`src/rtl/regfile_wb_arbiter_pkg.sv`:
```
// Shared constants, grant type and pointer helper for the write-back arbiter.
// Purely declarative; no logic, no latency, no flow control.
package wb_arb_pkg;

  localparam int DEF_DATA_WIDTH = 32;
  localparam int DEF_ADDR_WIDTH = 5;
  localparam int DEF_NUM_REQ    = 3;

  // Writes to this index are consumed but never reach the register file
  localparam int REG_ZERO = 0;

  typedef logic [DEF_NUM_REQ-1:0] grant_t;

  function automatic int unsigned next_ptr(input int unsigned g,
                                           input int unsigned n = DEF_NUM_REQ);
    return (g + 1) % n;
  endfunction

endpackage

```
`src/rtl/regfile_wb_arbiter_rr_pick.sv`:
```
// Round-robin picker: first valid index at or above ptr, wrapping mod N.
// Latency: combinational. Backpressure: none, caller gates the grant.
// Outputs a one-hot grant, its encoded index and an any-valid flag.
module rr_pick #(
  parameter int N  = 3,
  parameter int PW = $clog2(N)
) (
  input  logic [N-1:0]  valid,
  input  logic [PW-1:0] ptr,
  output logic [N-1:0]  grant,
  output logic [PW-1:0] idx,
  output logic          any_valid
);

  logic          found;
  logic [PW:0]   sum;
  logic [PW-1:0] cand;

  always_comb begin
    grant = '0;
    idx   = '0;
    found = 1'b0;
    sum   = '0;
    cand  = '0;
    for (int k = 0; k < N; k++) begin
      sum = {1'b0, ptr} + (PW+1)'(k);
      if (sum >= (PW+1)'(N)) begin
        sum = sum - (PW+1)'(N);
      end
      cand = sum[PW-1:0];
      if (!found && valid[cand]) begin
        found       = 1'b1;
        grant[cand] = 1'b1;
        idx         = cand;
      end
    end
  end

  assign any_valid = |valid;

endmodule

```
`src/rtl/regfile_wb_arbiter.sv`:
```
// Round-robin arbiter sharing the register-file write port; WB_BYPASS_EN adds operand bypass.
// Latency: 1 cycle from grant to reg_write_o. Backpressure: wb_hold_i freezes the stage and grants nothing.
// Ready is a combinational one-hot grant; requesters hold rd/data stable until granted.
module regfile_wb_arbiter
  import wb_arb_pkg::*;
#(
  parameter int DATA_WIDTH = DEF_DATA_WIDTH,
  parameter int ADDR_WIDTH = DEF_ADDR_WIDTH,
  parameter int NUM_REQ    = DEF_NUM_REQ
) (
  input  logic                          clk,
  input  logic                          rst_n,
  input  logic [NUM_REQ-1:0]            req_valid_i,
  input  logic [NUM_REQ*ADDR_WIDTH-1:0] req_rd_i,
  input  logic [NUM_REQ*DATA_WIDTH-1:0] req_data_i,
  output logic [NUM_REQ-1:0]            req_ready_o,
  input  logic                          wb_hold_i,
  output logic                          reg_write_o,
  output logic [ADDR_WIDTH-1:0]         rd_o,
  output logic [DATA_WIDTH-1:0]         write_data_o,
  input  logic [ADDR_WIDTH-1:0]         rs1_i,
  input  logic [ADDR_WIDTH-1:0]         rs2_i,
  input  logic [DATA_WIDTH-1:0]         rf_data1_i,
  input  logic [DATA_WIDTH-1:0]         rf_data2_i,
  output logic [DATA_WIDTH-1:0]         data1_o,
  output logic [DATA_WIDTH-1:0]         data2_o
);

  localparam int PW = $clog2(NUM_REQ);

  logic [PW-1:0]         ptr;
  logic [PW-1:0]         pick_idx;
  logic [NUM_REQ-1:0]    pick_grant;
  logic                  pick_any;
  logic                  grant_en;
  logic [ADDR_WIDTH-1:0] sel_rd;
  logic [DATA_WIDTH-1:0] sel_data;

  rr_pick #(
    .N  (NUM_REQ),
    .PW (PW)
  ) u_pick (
    .valid     (req_valid_i),
    .ptr       (ptr),
    .grant     (pick_grant),
    .idx       (pick_idx),
    .any_valid (pick_any)
  );

  // rst_n in the gate keeps ready low for the whole reset, not just after an edge
  assign grant_en    = rst_n & ~wb_hold_i & pick_any;
  assign req_ready_o = grant_en ? pick_grant : '0;

  always_comb begin
    sel_rd   = '0;
    sel_data = '0;
    for (int i = 0; i < NUM_REQ; i++) begin
      if (pick_grant[i]) begin
        sel_rd   = req_rd_i[i*ADDR_WIDTH +: ADDR_WIDTH];
        sel_data = req_data_i[i*DATA_WIDTH +: DATA_WIDTH];
      end
    end
  end

  always_ff @(posedge clk or negedge rst_n) begin
    if (!rst_n) begin
      reg_write_o  <= 1'b0;
      rd_o         <= '0;
      write_data_o <= '0;
      ptr          <= '0;
    end else if (grant_en) begin
      reg_write_o  <= (sel_rd != ADDR_WIDTH'(REG_ZERO));
      rd_o         <= sel_rd;
      write_data_o <= sel_data;
      ptr          <= PW'(next_ptr(32'(pick_idx), NUM_REQ));
    end else if (!wb_hold_i) begin
      // Idle: drop the enable but leave index/data as they were
      reg_write_o <= 1'b0;
    end
  end

`ifdef WB_BYPASS_EN
  // Forward the in-flight write until the register file's negedge write lands
  assign data1_o = (reg_write_o && rd_o == rs1_i && rs1_i != ADDR_WIDTH'(REG_ZERO))
                   ? write_data_o : rf_data1_i;
  assign data2_o = (reg_write_o && rd_o == rs2_i && rs2_i != ADDR_WIDTH'(REG_ZERO))
                   ? write_data_o : rf_data2_i;
`else
  logic unused_rs;
  assign unused_rs = ^{rs1_i, rs2_i};
  assign data1_o   = rf_data1_i;
  assign data2_o   = rf_data2_i;
`endif

endmodule

```
`config.mk`:
```
export PLATFORM = sky130hd
export DESIGN_NAME = regfile_wb_arbiter
export DESIGN_NICKNAME = d
export VERILOG_FILES = /design/src/rtl/regfile_wb_arbiter_pkg.sv /design/src/rtl/regfile_wb_arbiter_rr_pick.sv /design/src/rtl/regfile_wb_arbiter.sv
export SDC_FILE = /design/constraint.sdc
export NUM_CORES = 1
export LEC_CHECK = 0
export ABC_AREA = 1
export ABC_CLOCK_PERIOD_IN_PS = 2500
export CAP_MARGIN = 10
export CORE_ASPECT_RATIO = 0.5
export CORE_MARGIN = 1
export CORE_UTILIZATION = 28
export CTS_CLUSTER_SIZE = 24
export DETAILED_ROUTE_END_ITERATION = 8
export GPL_TIMING_DRIVEN = 0
export PLACE_DENSITY = 0.79
export SLEW_MARGIN = 20
export SYNTH_ARGS = -nofsm -noshare
export SYNTH_HDL_FRONTEND = slang
export SYNTH_HIERARCHICAL = 1
export SYNTH_SLANG_ARGS = --single-unit
```
`constraint.sdc`:
```
create_clock -name clk -period 2.5 [get_ports clk]
set_input_delay 0.625 -clock clk [delete_from_list [all_inputs] [get_ports clk]]
set_output_delay 0.625 -clock clk [all_outputs]
set_load 0.03 [all_outputs]
```
==> metrics.cfg <==
[run_status]
outcome=finished with violations
violations=negative setup slack

[clocking]
cts-root-buf=clkbuf_16
clkSlewWorstSetupHoldPaths_ps=60
clkLatencyLatePin_ps=290
tritoncts=built
clock_sinks=40
clockBufferDepth=2
htree_levels=2
cts-buffers-inserted=5
hold_buffers=0

[sta]
slew_viol_final=0
whs_ps=171
fmax_mhz=379
setup-tns-final_ps=-434
relSlewSlack_pct=65.0
worstMarginPinSlew_ps=525
final.min_clock_period_ps=2640
finalSetupViolations=4
finalCritPeriodShare_pct=106
rsz0062_at_grt=yes
hold_violations=0
setup_slack_ps=-138
finClkSkew_ps=9.54

[place]
place_ws_ps=-1100
io_buffers=221
gp_congestion=0.823
hpwlAfterDp_mm=9.28

[setup_path]
criticalPathCategory=flop to primary output
arrival_ps=2010
rrSetupSlack_ps=-70
start_kind=flop
crit_path_end_kind=primary output
required_ps=1880
r2r_end=ptr[0]
reg2reg_from=ptr[1]
worst_r2r_path_depth=18
crit_path_max_fanout=5

[logic_synthesis]
yosysSeqAreaShare_pct=32.9
synth_area_per_cell_um2=6.92
synthesis.area_mm2=0.00304
syn_inst=440
ys_ff_latch=40
ys_types=24
synth.yosys.warnings=6
synth_fp_nets=636

[routing]
first_pass_iters=5
drtIter0Drc=227
wire_per_inst_um=15.2
wl_mm=12.6
vias=3894
drc=0
ant_nets=0
vias_per_cell=4.69

[final_layout]
drive_gt1_share_pct=24.8
num-fill-cells=895
synthToLayoutAreaGrowth_pct=97.7
layout_commonest_cell=clkdlybuf4s50_1
final_cell_mix=clkdlybuf4s50_1, nand2_1, buf_4, a21oi_1, dfrtp_1
antenna_cells=0
fin_nets=885

[die]
initial_utilization_pct=29.3
num_rows=26
die_x_um=149
io-pin-count=296
die_h_um=75.7
core-area_mm2=0.0104
dieArea_mm2=0.0113

[grt]
grt-ovfl-total=0
grt_max_degree=32
grt_pass1_wl_mm=17.1
globalRouteTotalUtil_pct=19.7
antenna_found_initial=0
grt_pass1_vias=3462

[flow_run]
drv_cap=0

[hold_path]
min_path_type=primary input to async pin

[pwr]
leakage_nw=2.70
cellPowerDensity_mw_per_mm2=1130
ir_drop_uv=475

## synthesized netlist by cell type (all sizes together)
cell type / count / area, um^2
or2: 4 / 25.0
o21ai: 42 / 214
buf: 77 / 578
inv: 20 / 77.6
nand2: 150 / 578
dfrtp: 40 / 1000
clkbuf: 11 / 41.3
nor2: 7 / 36.3
nand3: 11 / 60.1
ha: 5 / 62.6
nand4: 3 / 18.8
a21oi: 70 / 350
## logic make-up after synthesis
logic type | count (synthesis) | share of synthesized area (%)
AND/OR/NAND/NOR | 175 | 23.6
AO/OA/AOI/OAI | 112 | 18.5
buffers and inverters | 108 | 22.9
flip-flops | 40 | 32.9
adder cells (fa/ha/maj) | 5 | 2.06
## routing by layer
layer | part of all wire, % | vias to the layer above | global-route usage, %
met5 | 0 | - | 0
met4 | 1.6 | 0 | 4.65
met3 | 6.5 | 26 | 4.43
met2 | 54 | 164 | 36.8
met1 | 38 | 1846 | 23.6
li1 | - | 1858 | -
## where the power goes
part	internal, W	leakage, nW	switching, W	total [W]
registers	0.000915	0.512	0.000152	0.00107
clock network	0.000397	0.0691	0.000261	0.000657
logic	0.00219	2.12	0.00289	0.00508
## registers in the layout, indices dropped and copies added, names as in the netlist
name	cells
write_data_o	32
ptr	2
reg_write_o	1
rd_o	5
## critical path, cell delays in order (launching register included)
cell	delay, ps
dfrtp_2	450
ha_4	320
inv_4	40
nand2_2	50
nand3_2	80
nand2_4	100
nand3_2	70
nand2_1	90
inv_1	50
nand2_1	70
buf_6	130
inv_8	50
nor2_4	90
buf_6	130
## final cells by class
type | count | area, um^2 | share of cell area, %
buffer | 83 | 618 | 10.3
tap | 140 | 175 | 2.91
inverter | 20 | 92.6 | 1.54
clock inverter | 2 | 15.0 | 0.250
multi-input combinational | 292 | 1510 | 25.1
timing repair buffer | 247 | 2460 | 40.9
sequential | 40 | 1000 | 16.7
clock buffer | 6 | 139 | 2.31
## through the flow
stage	area [um^2]	power, W	cells	utilization (%)
global placement	5450	0.00508	801	52.5
finish	6010	0.00681	830	58.0
global route	6010	0.00728	830	58.0
detailed placement	5470	0.00517	802	52.7
CTS	5810	0.00624	826	56.0
floorplan	3060	0.00374	440	-
## worst max-delay path by stage
stage | cells past startpoint | start | slack, ps | endpoint
after CTS | 16 | ptr[1] | -330 | req_ready_o[2]
after global placement | 7 | rst_n | -2310 | req_ready_o[1]
after floorplan | 16 | ptr[0] | 5 | req_ready_o[2]
after detailed placement | 15 | req_valid_i[0] | -1100 | req_ready_o[2]
after global routing | 14 | ptr[0] | -230 | req_ready_o[2]
final | 13 | ptr[1] | -140 | req_ready_o[2]
## what timing repair did
action / CTS / global route
pin swaps: 6 / 17
setup buffers: 17 / 8
endpoints found under the setup margin: 14 / 37
cloned: 0 / 1
gates resized for setup: 36 / 65
(Power assumes the default switching activity.)
